==> src/rtl/ex_hazard_ctrl.sv <==
//------------------------------------------------------------------------------
// ex_hazard_ctrl
//
// Hazard and sequencing controller for the execute stage of a 5-stage RV32I
// pipeline. Generates operand forwarding selects, load-use stalls and
// taken-branch flushes. Holds IF/ID/EX while a multi-cycle EX unit (mul/div)
// is working. If the unit never reports completion, a timeout aborts the
// operation.
//
// Parameters
//   MC_TIMEOUT  maximum number of MC_WAIT cycles before abort (>= 2)
//
// Ports
//   clk          pipeline clock, rising edge
//   rst          asynchronous, active-high reset
//   rs1D, rs2D   source registers of the instruction in Decode
//   rs1E, rs2E   source registers of the instruction in Execute
//   rdE          destination register in Execute
//   resultsrcE   Execute instruction is a load
//   pcsrcE       taken branch/jump resolved in Execute
//   rdM          destination register in Memory
//   regwriteM    Memory instruction writes rdM
//   rdW          destination register in Writeback
//   regwriteW    Writeback instruction writes rdW
//   mc_startE    Execute instruction is a multi-cycle op (level)
//   mc_done      multi-cycle unit result is valid this cycle
//   fwdAE        srcA select: 00 RF, 01 W result, 10 M aluresult
//   fwdBE        srcB (pre-immediate mux) select, same encoding
//   stallF       hold PC
//   stallD       hold IF/ID register
//   stallE       hold ID/EX register
//   flushD       clear IF/ID register
//   flushE       clear ID/EX register (inject bubble)
//   mc_abort     one-cycle pulse that kills the multi-cycle unit
//   mc_timeout   sticky error flag, cleared only by rst
//------------------------------------------------------------------------------
module ex_hazard_ctrl #(
   parameter int unsigned MC_TIMEOUT = 64
) (
   input  logic       clk,
   input  logic       rst,
   input  logic [4:0] rs1D,
   input  logic [4:0] rs2D,
   input  logic [4:0] rs1E,
   input  logic [4:0] rs2E,
   input  logic [4:0] rdE,
   input  logic       resultsrcE,
   input  logic       pcsrcE,
   input  logic [4:0] rdM,
   input  logic       regwriteM,
   input  logic [4:0] rdW,
   input  logic       regwriteW,
   input  logic       mc_startE,
   input  logic       mc_done,
   output logic [1:0] fwdAE,
   output logic [1:0] fwdBE,
   output logic       stallF,
   output logic       stallD,
   output logic       stallE,
   output logic       flushD,
   output logic       flushE,
   output logic       mc_abort,
   output logic       mc_timeout
);

   localparam int unsigned CNT_W = $clog2(MC_TIMEOUT);
   localparam logic [CNT_W-1:0] CNT_LAST = CNT_W'(MC_TIMEOUT - 1);

   typedef enum logic {
      IDLE    = 1'b0,
      MC_WAIT = 1'b1
   } state_t;

   state_t           state_q;
   logic [CNT_W-1:0] cnt_q;
   logic             mc_timeout_q;

   logic in_idle;
   logic in_wait;
   logic lwstall;
   logic mc_go;
   logic abort;
   logic busy;

   // Memory stage is younger than Writeback, so its value wins when both
   // match. x0 is never forwarded: it reads as zero regardless of writes.
   function automatic logic [1:0] fwd_sel(
      input logic [4:0] rs,
      input logic       wr_m,
      input logic [4:0] rd_m,
      input logic       wr_w,
      input logic [4:0] rd_w
   );
      if (wr_m && (rd_m != 5'd0) && (rd_m == rs)) begin
         return 2'b10;
      end else if (wr_w && (rd_w != 5'd0) && (rd_w == rs)) begin
         return 2'b01;
      end else begin
         return 2'b00;
      end
   endfunction

   //---------------------------------------------------------------------------
   // Hazard conditions
   //---------------------------------------------------------------------------
   always_comb begin
      // NOTE: every signal written here is assigned on every path, so no latch
      // can be inferred.
      in_idle = (state_q == IDLE);
      in_wait = (state_q == MC_WAIT);

      lwstall = resultsrcE && (rdE != 5'd0) && ((rdE == rs1D) || (rdE == rs2D));

      // A taken branch kills the instruction in EX, so a multi-cycle op is not
      // started in the same cycle.
      mc_go = in_idle && mc_startE && !pcsrcE;

      abort = in_wait && !mc_done && (cnt_q == CNT_LAST);

      // In the completion cycle and in the abort cycle the stalls drop so EX
      // advances on that edge.
      busy = mc_go || (in_wait && !mc_done && !abort);
   end

   //---------------------------------------------------------------------------
   // Outputs: everything is forced low while reset is asserted, including the
   // purely combinational forwarding selects.
   //---------------------------------------------------------------------------
   always_comb begin
      fwdAE      = 2'b00;
      fwdBE      = 2'b00;
      stallF     = 1'b0;
      stallD     = 1'b0;
      stallE     = 1'b0;
      flushD     = 1'b0;
      flushE     = 1'b0;
      mc_abort   = 1'b0;
      mc_timeout = 1'b0;
      if (!rst) begin
         fwdAE      = fwd_sel(rs1E, regwriteM, rdM, regwriteW, rdW);
         fwdBE      = fwd_sel(rs2E, regwriteM, rdM, regwriteW, rdW);
         stallF     = busy || lwstall;
         stallD     = busy || lwstall;
         stallE     = busy;
         flushD     = in_idle && pcsrcE;
         // A load-use bubble is only injected when EX is not being held; while
         // an MC op is in flight the stalls already freeze Decode.
         flushE     = (in_idle && (pcsrcE || (lwstall && !busy))) || abort;
         mc_abort   = abort;
         mc_timeout = mc_timeout_q;
      end
   end

   //---------------------------------------------------------------------------
   // Multi-cycle sequencing FSM. cnt_q counts cycles spent in MC_WAIT.
   //---------------------------------------------------------------------------
   always_ff @(posedge clk or posedge rst) begin
      // NOTE: state registers use non-blocking assignments so every flop
      // samples the pre-edge values regardless of statement order.
      if (rst) begin
         state_q      <= IDLE;
         cnt_q        <= '0;
         mc_timeout_q <= 1'b0;
      end else begin
         case (state_q)
            IDLE: begin
               // mc_done is ignored here: no op is outstanding.
               if (mc_go) begin
                  state_q <= MC_WAIT;
                  cnt_q   <= '0;
               end
            end
            MC_WAIT: begin
               if (mc_done) begin
                  state_q <= IDLE;
               end else if (cnt_q == CNT_LAST) begin
                  state_q      <= IDLE;
                  mc_timeout_q <= 1'b1;
               end else begin
                  cnt_q <= cnt_q + 1'b1;
               end
            end
            default: begin
               state_q <= IDLE;
            end
         endcase
      end
   end

endmodule

==> config.mk <==
export PLATFORM = sky130hd
export DESIGN_NAME = ex_hazard_ctrl
export DESIGN_NICKNAME = d
export VERILOG_FILES = /design/src/rtl/ex_hazard_ctrl.sv
export SDC_FILE = /design/constraint.sdc
export NUM_CORES = 1
export LEC_CHECK = 0
export ABC_AREA = 0
export BUFFER_PORTS_ARGS = -buffer_cell sky130_fd_sc_hd__buf_2
export CORE_MARGIN = 2
export CORE_UTILIZATION = 38
export CTS_CLUSTER_DIAMETER = 30
export CTS_CLUSTER_SIZE = 30
export DETAILED_ROUTE_END_ITERATION = 6
export PLACE_DENSITY = 0.8
export SYNTH_ARGS = -nofsm -noshare
export SYNTH_HDL_FRONTEND = slang
export SYNTH_SLANG_ARGS = --single-unit
==> constraint.sdc <==
create_clock -name clk -period 1.7 [get_ports clk]
set_input_delay 0.255 -clock clk [delete_from_list [all_inputs] [get_ports clk]]
set_output_delay 0.255 -clock clk [all_outputs]
set_load 0.02 [all_outputs]
==> results of run 1 <==
metal layers:
layer	global-route usage	vias to the layer above
met5	0	-
met4	0.197	0
met3	0.0287	13
met2	0.479	67
met1	0.195	483
li1	-	493
cell families (layout without fill, tap and decap cells):
group,count (synthesis),count (layout),synth area share
and+or+nand+nor,36,36,0.248
xor gates and xnor gates,34,34,0.347
AOI/OAI and AO/OA,11,11,0.118
DFF,8,8,0.233
adders and majority gates,1,1,0.0146
buffers and inverters,5,80,0.0262
muxes,1,1,0.0131
layout make-up:
cell class	count	share of cell area
clock buffers	3	0.0150
repair buffers	74	0.315
well taps	28	0.0234
multi-input cells	83	0.502
inverters	3	0.0109
flip-flops and latches	8	0.134
power by group:
group	total (mW)	switching (mW)	internal (mW)	leakage (nW)
Clock	0.147	0.0662	0.0809	0.0138
Combinational	0.378	0.183	0.195	0.579
Sequential	0.235	0.0213	0.214	0.108
sequential cells by signal, summed over array words and instances (netlist names):
signal        flops
cnt_q             6
in_wait           1
mc_timeout_q      1
worst min-delay path by stage:
stage	slack (ps)	endpoint
2_1_floorplan	160	cnt_q[0]
3_3_place_gp	270	cnt_q[5]
3_5_place_dp	270	cnt_q[5]
4_1_cts	350	in_wait
5_1_grt	380	in_wait
6_report	380	in_wait
cells in the final DEF (no fill, tap or decap), drive strengths merged:
master and instances:
ha 1, nand3 4, clkbuf 3, nor3 4
nor3b 1, nand2b 2, or4 5, nor2 8
o221ai 1, xnor2 16, o2111ai 3, nand4 1
nand2 3, a311oi 1, o211ai 1, nor2b 2
mux2 1, buf 73, nor4 4, dlygate4sd3 1
xor2 18, and3 2, dfrtp 8, o21ai 3
a21oi 1, inv 3, o41ai 1
worst max-delay path, delay by kind of cell, from the launching register on:
family                 cells  cell delay, ps
flip-flops                 1             400
AND/OR/NAND/NOR            2             280
buffers and inverters      1             160
AO/OA/AOI/OAI              2             480
through the flow:
step                      std cells  setup TNS [ps]  setup slack [ps]   util  area [µm²]
after floorplan                  96            -257              -137      -         921
after global placement          192            -295              -186  0.612        1330
after detailed placement        192            -436              -198  0.612        1330
after CTS                       200            -466             -99.1  0.685        1490
after global routing            199            -983              -202  0.690        1500
final                           199            -624              -126  0.690        1500
repair_timing:
action / in CTS / in global routing
endpoints found under the hold margin: 8 / 0
hold buffers: 1 / 0
setup endpoints to repair: 6 / 10
resized for setup: 20 / 4
buffers inserted: 4 / 0
pin swaps: 19 / 1
==> flow_summary.json, run 1 <==
{
  "multiInputGateArea_um2": 752,
  "synth_area_leaders": "dfrtp_1 23%, xor2_1 18%, xnor2_1 16%, or4_1 4.4%, nor2_1 3.5%",
  "portBuffers": 53,
  "max_freq_mhz": 547,
  "grt_pass1_vias": 1072,
  "crit_end": "stallF",
  "drt-pass1-iter-count": 6,
  "min_path_cells": 4,
  "dp_hpwl_um": 2150,
  "synth_most_common_cell": "xor2_1",
  "syn_to_final_growth_pct": 74.5,
  "status": "complete, but fails checks",
  "synth_edf_count": 0,
  "htree_num_levels": 1,
  "r2r-end": "cnt_q[3]",
  "synthArstFlopShare": 1.00,
  "grt_max_degree": 10,
  "worst_hold_path_type": "in -> reg",
  "yosysTopAreaCellShare": 0.233,
  "critical_path_arrival_ps": 1570,
  "drt-initial-drc-count": 14,
  "io_pins": 54,
  "finalHoldViolations": 0,
  "routabilityCongestion": 0.849,
  "slowest_delay_ps": 400,
  "start_util": 0.396,
  "reg2reg_depth": 6,
  "ys_top_cells_by_count": "18 x xor2_1, 16 x xnor2_1, 8 x dfrtp_1, 8 x nor2_1, 5 x or4_1",
  "nNetsFinal": 217,
  "endpoint_kind": "primary output",
  "cts_tree": "built",
  "final.fill_count": 177,
  "drc": 0,
  "yosysWarnings": 0,
  "rsz0062_at_grt": "yes",
  "vdd_drop_max_uv": 258,
  "maxCapViolCount": 0,
  "worstPathCellList": "and3_4 -> a311oi_4 -> nor2_4 -> a21oi_2 -> buf_4",
  "routed-wl-met2_um": 1590,
  "ys_ff_latch": 8,
  "start_kind": "flip-flop",
  "die_h_um": 51.5,
  "syn_nets": 140,
  "yosysTopAreaCell": "dfrtp_1",
  "wl_met3_um": 182,
  "critPathKind": "reg -> out",
  "cpMaxStageDelayCell": "dfrtp_1",
  "powerDensity_nw_per_um2": 508,
  "vias_per_cell": 5.31,
  "cts_root_buf": "clkbuf_4",
  "skew_ps": 4.00,
  "synth_area_um2": 858,
  "seq_area_frac_synth": 0.233,
  "antenna_found_initial": 0,
  "overflow": 0,
  "n_antenna_cell": 0,
  "regArea_um2": 200,
  "fp.dieArea_um2": 2650,
  "worstHoldStart": "pcsrcE",
  "worst_slack_ps": -126,
  "clk_latency_ps": 260,
  "grt_pass1_wl_um": 4460,
  "groute.usage.overall": 0.236,
  "drive_gt1_frac": 0.573,
  "cp_data_required_time_ps": 1440,
  "wl_um": 2900,
  "cts_made_buffers": 3,
  "avgSynthCellArea_um2": 8.94,
  "relSlewSlack": 0.756,
  "routedWlPerCell_um": 14.6,
  "reg2reg_slack_ps": 120,
  "antenna_left": 0,
  "floorplan.rows": 17,
  "slew_violations": 0,
  "core-area_um2": 2170,
  "ys_types": 29,
  "dieWidth_um": 51.5,
  "synth_cells": 96,
  "r2r_start": "cnt_q[4]",
  "tightest_slew_ps": 364,
  "cts_sinks": 8,
  "wl_met1_um": 982,
  "violations": "negative setup slack",
  "setup_viol": 6,
  "p_total_uw": 761,
  "whs_ps": 377,
  "cp_max_fo": 4,
  "min_period_ps": 1830,
  "clk_pin_slew_ps": 50,
  "clk_path_buf_depth": 2,
  "p_leak_nw": 0.701,
  "startpoint": "cnt_q[4]",
  "synthFlopType": "dfrtp_1",
  "top_layer": "met4",
  "via_count": 1056,
  "layout_worst_path_cycle_share": 1.07
}
(Power assumes the default switching activity.)
==> inputs of run 2 (changes only) <==
- CORE_UTILIZATION: 38 -> 42
- PLACE_DENSITY: 0.8 -> 0.84
- clock period: 1.7 -> 1.9 ns (I/O delays scaled with it)
==> run 2 against run 1 <==
Net effect: the flow now finishes without violations; first-iteration DRC count rose by 14%; design area fell by 3.4%; largest cell class unchanged; sequential share of layout area rose by 0.56 points; non-clock buffer count fell by 4; via count fell by 3.0%; wire length fell by 1.5%; cell count fell by 2.5%; critical path type unchanged; register-to-register slack improved by 160 ps; highest routed layer unchanged; clock-buffer cell count did not move; critical endpoint is now stallD; largest power group unchanged; combinational power fell by 16%.
==> flow_summary.json, run 2 (same netlist as run 1, synthesis figures left out) <==
{
  "vias_per_cell": 5.28,
  "drc": 0,
  "endpoint_kind": "primary output",
  "powerDensity_nw_per_um2": 462,
  "core-area_um2": 1940,
  "grt_pass1_vias": 1034,
  "cts_sinks": 8,
  "worstPathCellList": "and3_4 -> a311oi_4 -> nor2_4 -> a21oi_2 -> buf_4",
  "regMostFlops": "cnt_q",
  "clk_path_buf_depth": 2,
  "cp_top_family": "compound AO/OA/AOI/OAI gates",
  "worst_hold_path_type": "in -> async",
  "n_antenna_cell": 0,
  "routedWlPerCell_um": 14.7,
  "start_kind": "flip-flop",
  "groute.usage.overall": 0.233,
  "grt_max_degree": 10,
  "fp.dieArea_um2": 2420,
  "p_seq_frac": 0.326,
  "path_buf_inv": 1,
  "overflow": 0,
  "start_util": 0.442,
  "layout_common_cells": "47 x buf_2, 21 x buf_4, 18 x xor2_1, 14 x xnor2_1",
  "drive_gt1_frac": 0.575,
  "cp_max_fo": 4,
  "cp_data_required_time_ps": 1620,
  "tightest_slew_ps": 280,
  "antenna_left": 0,
  "nNetsFinal": 213,
  "htree_num_levels": 1,
  "skew_ps": 11.3,
  "cts_made_buffers": 3,
  "p_leak_nw": 0.685,
  "final.fill_count": 147,
  "rsz0062_at_grt": "yes",
  "grt_pass1_wl_um": 4300,
  "min_period_ps": 1900,
  "antenna_found_initial": 0,
  "p_switching_uw": 244,
  "drt-initial-drc-count": 16,
  "largest_register_ffs": 6,
  "swShare": 0.364,
  "dieWidth_um": 49.2,
  "die_h_um": 49.2,
  "cts_tree": "built",
  "clkPwrFrac": 0.198,
  "floorplan.rows": 16,
  "slowest_delay_ps": 400,
  "setup_viol": 0,
  "slew_violations": 0,
  "syn_to_final_growth_pct": 68.5,
  "dp_hpwl_um": 2120,
  "vdd_drop_max_uv": 259,
  "cts_root_buf": "clkbuf_4",
  "maxCapViolCount": 0,
  "status": "finished, final reports clean",
  "portBuffers": 53,
  "critical_path_arrival_ps": 1610,
  "clk_pin_slew_ps": 60,
  "critPathKind": "reg -> out",
  "wl_um": 2850,
  "final_common_cell": "buf_2",
  "cpMaxStageDelayCell": "dfrtp_1",
  "p_int_uw": 425,
  "finalHoldViolations": 0,
  "relSlewSlack": 0.811,
  "layout_worst_path_cycle_share": 0.998,
  "clk_latency_ps": 260,
  "whs_ps": 1.23,
  "routabilityCongestion": 0.846,
  "via_count": 1024,
  "drt-pass1-iter-count": 4,
  "pwr-share-comb": 0.476,
  "max_freq_mhz": 527,
  "io_pins": 54,
  "utilization": 0.745
}
run 2: timing repair:
item                                    4_1_cts  5_1_grt
pin swaps                                     8        5
hold buffers                                  0        0
endpoints found under the setup margin        5        6
gates resized for setup                      17       10
buffers inserted                              2        5
run 2: cell type report:
type | count | area (µm²) | area share
timing repair buffer | 70 | 415 | 0.287
sequential | 8 | 201 | 0.139
clock buffer | 3 | 22.5 | 0.0156
inverter | 3 | 11.3 | 0.00779
tap | 27 | 33.8 | 0.0234
multi-input combinational | 83 | 762 | 0.527
run 2: worst paths after layout:
path,from,end,slack [ps],cells past startpoint
setup / recovery,cnt_q[3],stallD,3,5
hold / removal,rst,cnt_q[1],1,3
setup reg to reg,cnt_q[3],cnt_q[5],280,6
hold reg to reg,mc_timeout_q,mc_timeout_q,460,1
max in group asynchronous,rst,cnt_q[0],1750,3
min in group clk,mc_done,mc_timeout_q,430,4
run 2: metrics by stage:
| stage | std cells | setup WS (ps) | cell area [µm²] | TNS [ps] | power [mW] |
|---|---|---|---|---|---|
| 2_1_floorplan | 96 | -25.4 | 880 | -25.4 | 0.349 |
| 3_3_place_gp | 184 | -88.3 | 1240 | -156 | 0.451 |
| 3_5_place_dp | 184 | -117 | 1240 | -226 | 0.463 |
| 4_1_cts | 189 | 9.52 | 1350 | 0 | 0.615 |
| 5_1_grt | 194 | -64.8 | 1450 | -101 | 0.709 |
| 6_report | 194 | 2.91 | 1450 | 0 | 0.669 |
run 2: power groups by stage:
stage	logic [mW]	registers (mW)	clock network, mW
after floorplan	0.137	0.212	0
after global placement	0.236	0.215	0
after detailed placement	0.246	0.216	0
after CTS	0.269	0.215	0.131
after global routing	0.345	0.221	0.143
final	0.318	0.218	0.132
run 2: tightest hold or removal path: stages:
cell and delay, ps:
buf_2 110, inv_2 50, buf_4 160
run 2: layer usage:
| metal | up-vias | share of wire | routed length, µm | track usage |
|---|---|---|---|---|
| li1 | 488 | - | - | - |
| met1 | 467 | 0.35 | 1010 | 0.214 |
| met2 | 59 | 0.53 | 1500 | 0.444 |
| met3 | 10 | 0.083 | 237 | 0.0613 |
| met4 | 0 | 0.035 | 99 | 0.148 |
| met5 | - | 0 | 0 | 0 |
==> inputs of run 3 (changes only) <==
- CORE_UTILIZATION: 42 -> 38
- GPL_ROUTABILITY_DRIVEN: unset -> 0
- PLACE_DENSITY: 0.84 -> 0.8
- clock period: 1.9 -> 1.6 ns (I/O delays scaled with it)
==> run 3 against run 2 <==
Net effect: the run now ends with negative setup slack left; combinational power is 52% higher; sequential share of layout area is 1.7 points lower; clock skew is 6.1 ps lower; sequential cell count stayed put; design area is 13% higher; via count is 5.0% higher; largest cell class unchanged.
==> flow_summary.json, run 3 (same netlist as run 1, synthesis figures left out) <==
{
  "drt-initial-drc-count": 13,
  "r2r_start": "cnt_q[4]",
  "rsz0062_at_grt": "yes",
  "swShare": 0.351,
  "groute.usage.overall": 0.220,
  "vdd_drop_max_uv": 319,
  "p_int_uw": 579,
  "layout_common_cells": "42 x buf_2, 33 x buf_4, 18 x xor2_1, 14 x xnor2_1, 10 x buf_6",
  "finalHoldViolations": 0,
  "final.fill_count": 157,
  "io_pins": 54,
  "dieWidth_um": 51.5,
  "clk_latency_ps": 250,
  "cts_tree": "built",
  "drive_gt1_frac": 0.612,
  "cts_sinks": 8,
  "nNetsFinal": 229,
  "start_kind": "flip-flop",
  "reg2reg_depth": 7,
  "p_switching_uw": 313,
  "max_freq_mhz": 545,
  "status": "complete, but fails checks",
  "critical_path_arrival_ps": 1600,
  "powerDensity_nw_per_um2": 545,
  "antenna_found_initial": 0,
  "cts_root_buf": "clkbuf_4",
  "clk_path_buf_depth": 2,
  "clk_pin_slew_ps": 50,
  "floorplan.rows": 17,
  "core-area_um2": 2170,
  "fp.dieArea_um2": 2650,
  "wl_met1_um": 1060,
  "antenna_left": 0,
  "pwr-share-comb": 0.543,
  "wl_um": 2930,
  "final_common_cell": "buf_2",
  "dpl_worst_slack_ps": -270,
  "dp_hpwl_um": 2260,
  "grt_max_degree": 10,
  "min_to": "cnt_q[4]",
  "critPathKind": "reg -> out",
  "largest_register_ffs": 6,
  "die_h_um": 51.5,
  "vias_per_cell": 5.09,
  "endpoint_kind": "primary output",
  "drt-pass1-iter-count": 4,
  "cts_made_buffers": 3,
  "min_period_ps": 1840,
  "slew_violations": 0,
  "overflow": 0,
  "clkPwrFrac": 0.171,
  "worst_slack_ps": -237,
  "grt_pass1_wl_um": 4420,
  "n_antenna_cell": 0,
  "multiInputGateArea_um2": 781,
  "worstHoldStart": "pcsrcE",
  "r2r-end": "cnt_q[0]",
  "reg2reg_slack_ps": -120,
  "regMostFlops": "cnt_q",
  "portBuffers": 53,
  "top_layer": "met4",
  "skew_ps": 5.22,
  "tns_ps": -1470,
  "relSlewSlack": 0.751,
  "p_leak_nw": 0.780,
  "min_path_cells": 4,
  "syn_to_final_growth_pct": 90.8,
  "drc": 0,
  "start_util": 0.396,
  "regArea_um2": 200,
  "via_count": 1075,
  "routed-wl-met2_um": 1630,
  "violations": "negative setup slack",
  "maxCapViolCount": 0,
  "htree_num_levels": 1,
  "cp_data_required_time_ps": 1360,
  "routedWlPerCell_um": 13.9,
  "tightest_slew_ps": 372,
  "p_seq_frac": 0.286,
  "worst_hold_path_type": "in -> reg",
  "cp_max_fo": 2,
  "wl_met3_um": 169,
  "grt_pass1_vias": 1066,
  "setup_viol": 13,
  "layout_worst_path_cycle_share": 1.15
}
run 3: cell types whose count changed in the layout (fill, tap and decap cells not counted), sizes merged:
cell	before	now
dlygate4sd3	0	1
buf	70	85
run 3: power groups by stage:
stage	sequential (mW)	combinational, mW	clock, mW
2_1_floorplan	0.252	0.182	0
3_3_place_gp	0.243	0.355	0
3_5_place_dp	0.248	0.373	0
4_1_cts	0.252	0.424	0.156
5_1_grt	0.257	0.520	0.171
6_report	0.256	0.484	0.153
run 3: stage by stage:
step / power [mW] / cell area [µm²] / hold WS [ps] / cells / util
after floorplan: 0.434 / 950 / 141 / 96 / -
after global routing: 0.948 / 1640 / 454 / 211 / 0.755
after global placement: 0.599 / 1390 / 265 / 198 / 0.641
final: 0.892 / 1640 / 436 / 211 / 0.755
after CTS: 0.832 / 1530 / 427 / 208 / 0.706
after detailed placement: 0.621 / 1390 / 266 / 198 / 0.641
run 3: layer usage:
metal | vias to the layer above | GRT usage
li1 | 523 | -
met1 | 494 | 0.221
met3 | 6 | 0.0144
met5 | - | 0
met4 | 0 | 0.110
met2 | 52 | 0.447
run 3: worst max-delay path: stages, from the launching register on:
cell     delay [ps]
dfrtp_1         410
ha_4            180
buf_6           100
nand4_1         150
nor2_2          190
nor2_2           70
o41ai_4          50
buf_4           190
run 3: worst max-delay path by stage:
stage	slack (ps)	cells past startpoint	startpoint	end
3_3_place_gp	-220	6	rdM[1]	fwdAE[0]
5_1_grt	-290	8	rdE[0]	flushE
6_report	-240	7	cnt_q[0]	flushE
4_1_cts	-220	5	cnt_q[1]	stallD
2_1_floorplan	-160	5	cnt_q[3]	stallF
3_5_place_dp	-270	6	rdM[1]	fwdAE[0]
run 3: cell type report:
cell class / instances / share of cell area
inverter: 3 / 0.0115
clock buffer: 3 / 0.0138
sequential: 8 / 0.122
multi-input combinational: 83 / 0.477
tap: 28 / 0.0214
timing repair buffer: 86 / 0.354
run 3: repair_timing:
action                                  4_1_cts  5_1_grt
buffers inserted                              6        4
hold buffers                                  1        0
endpoints found under the setup margin        9       14
hold endpoints to repair                      8        0
pin swaps                                    10        5
gates resized for setup                      15       18
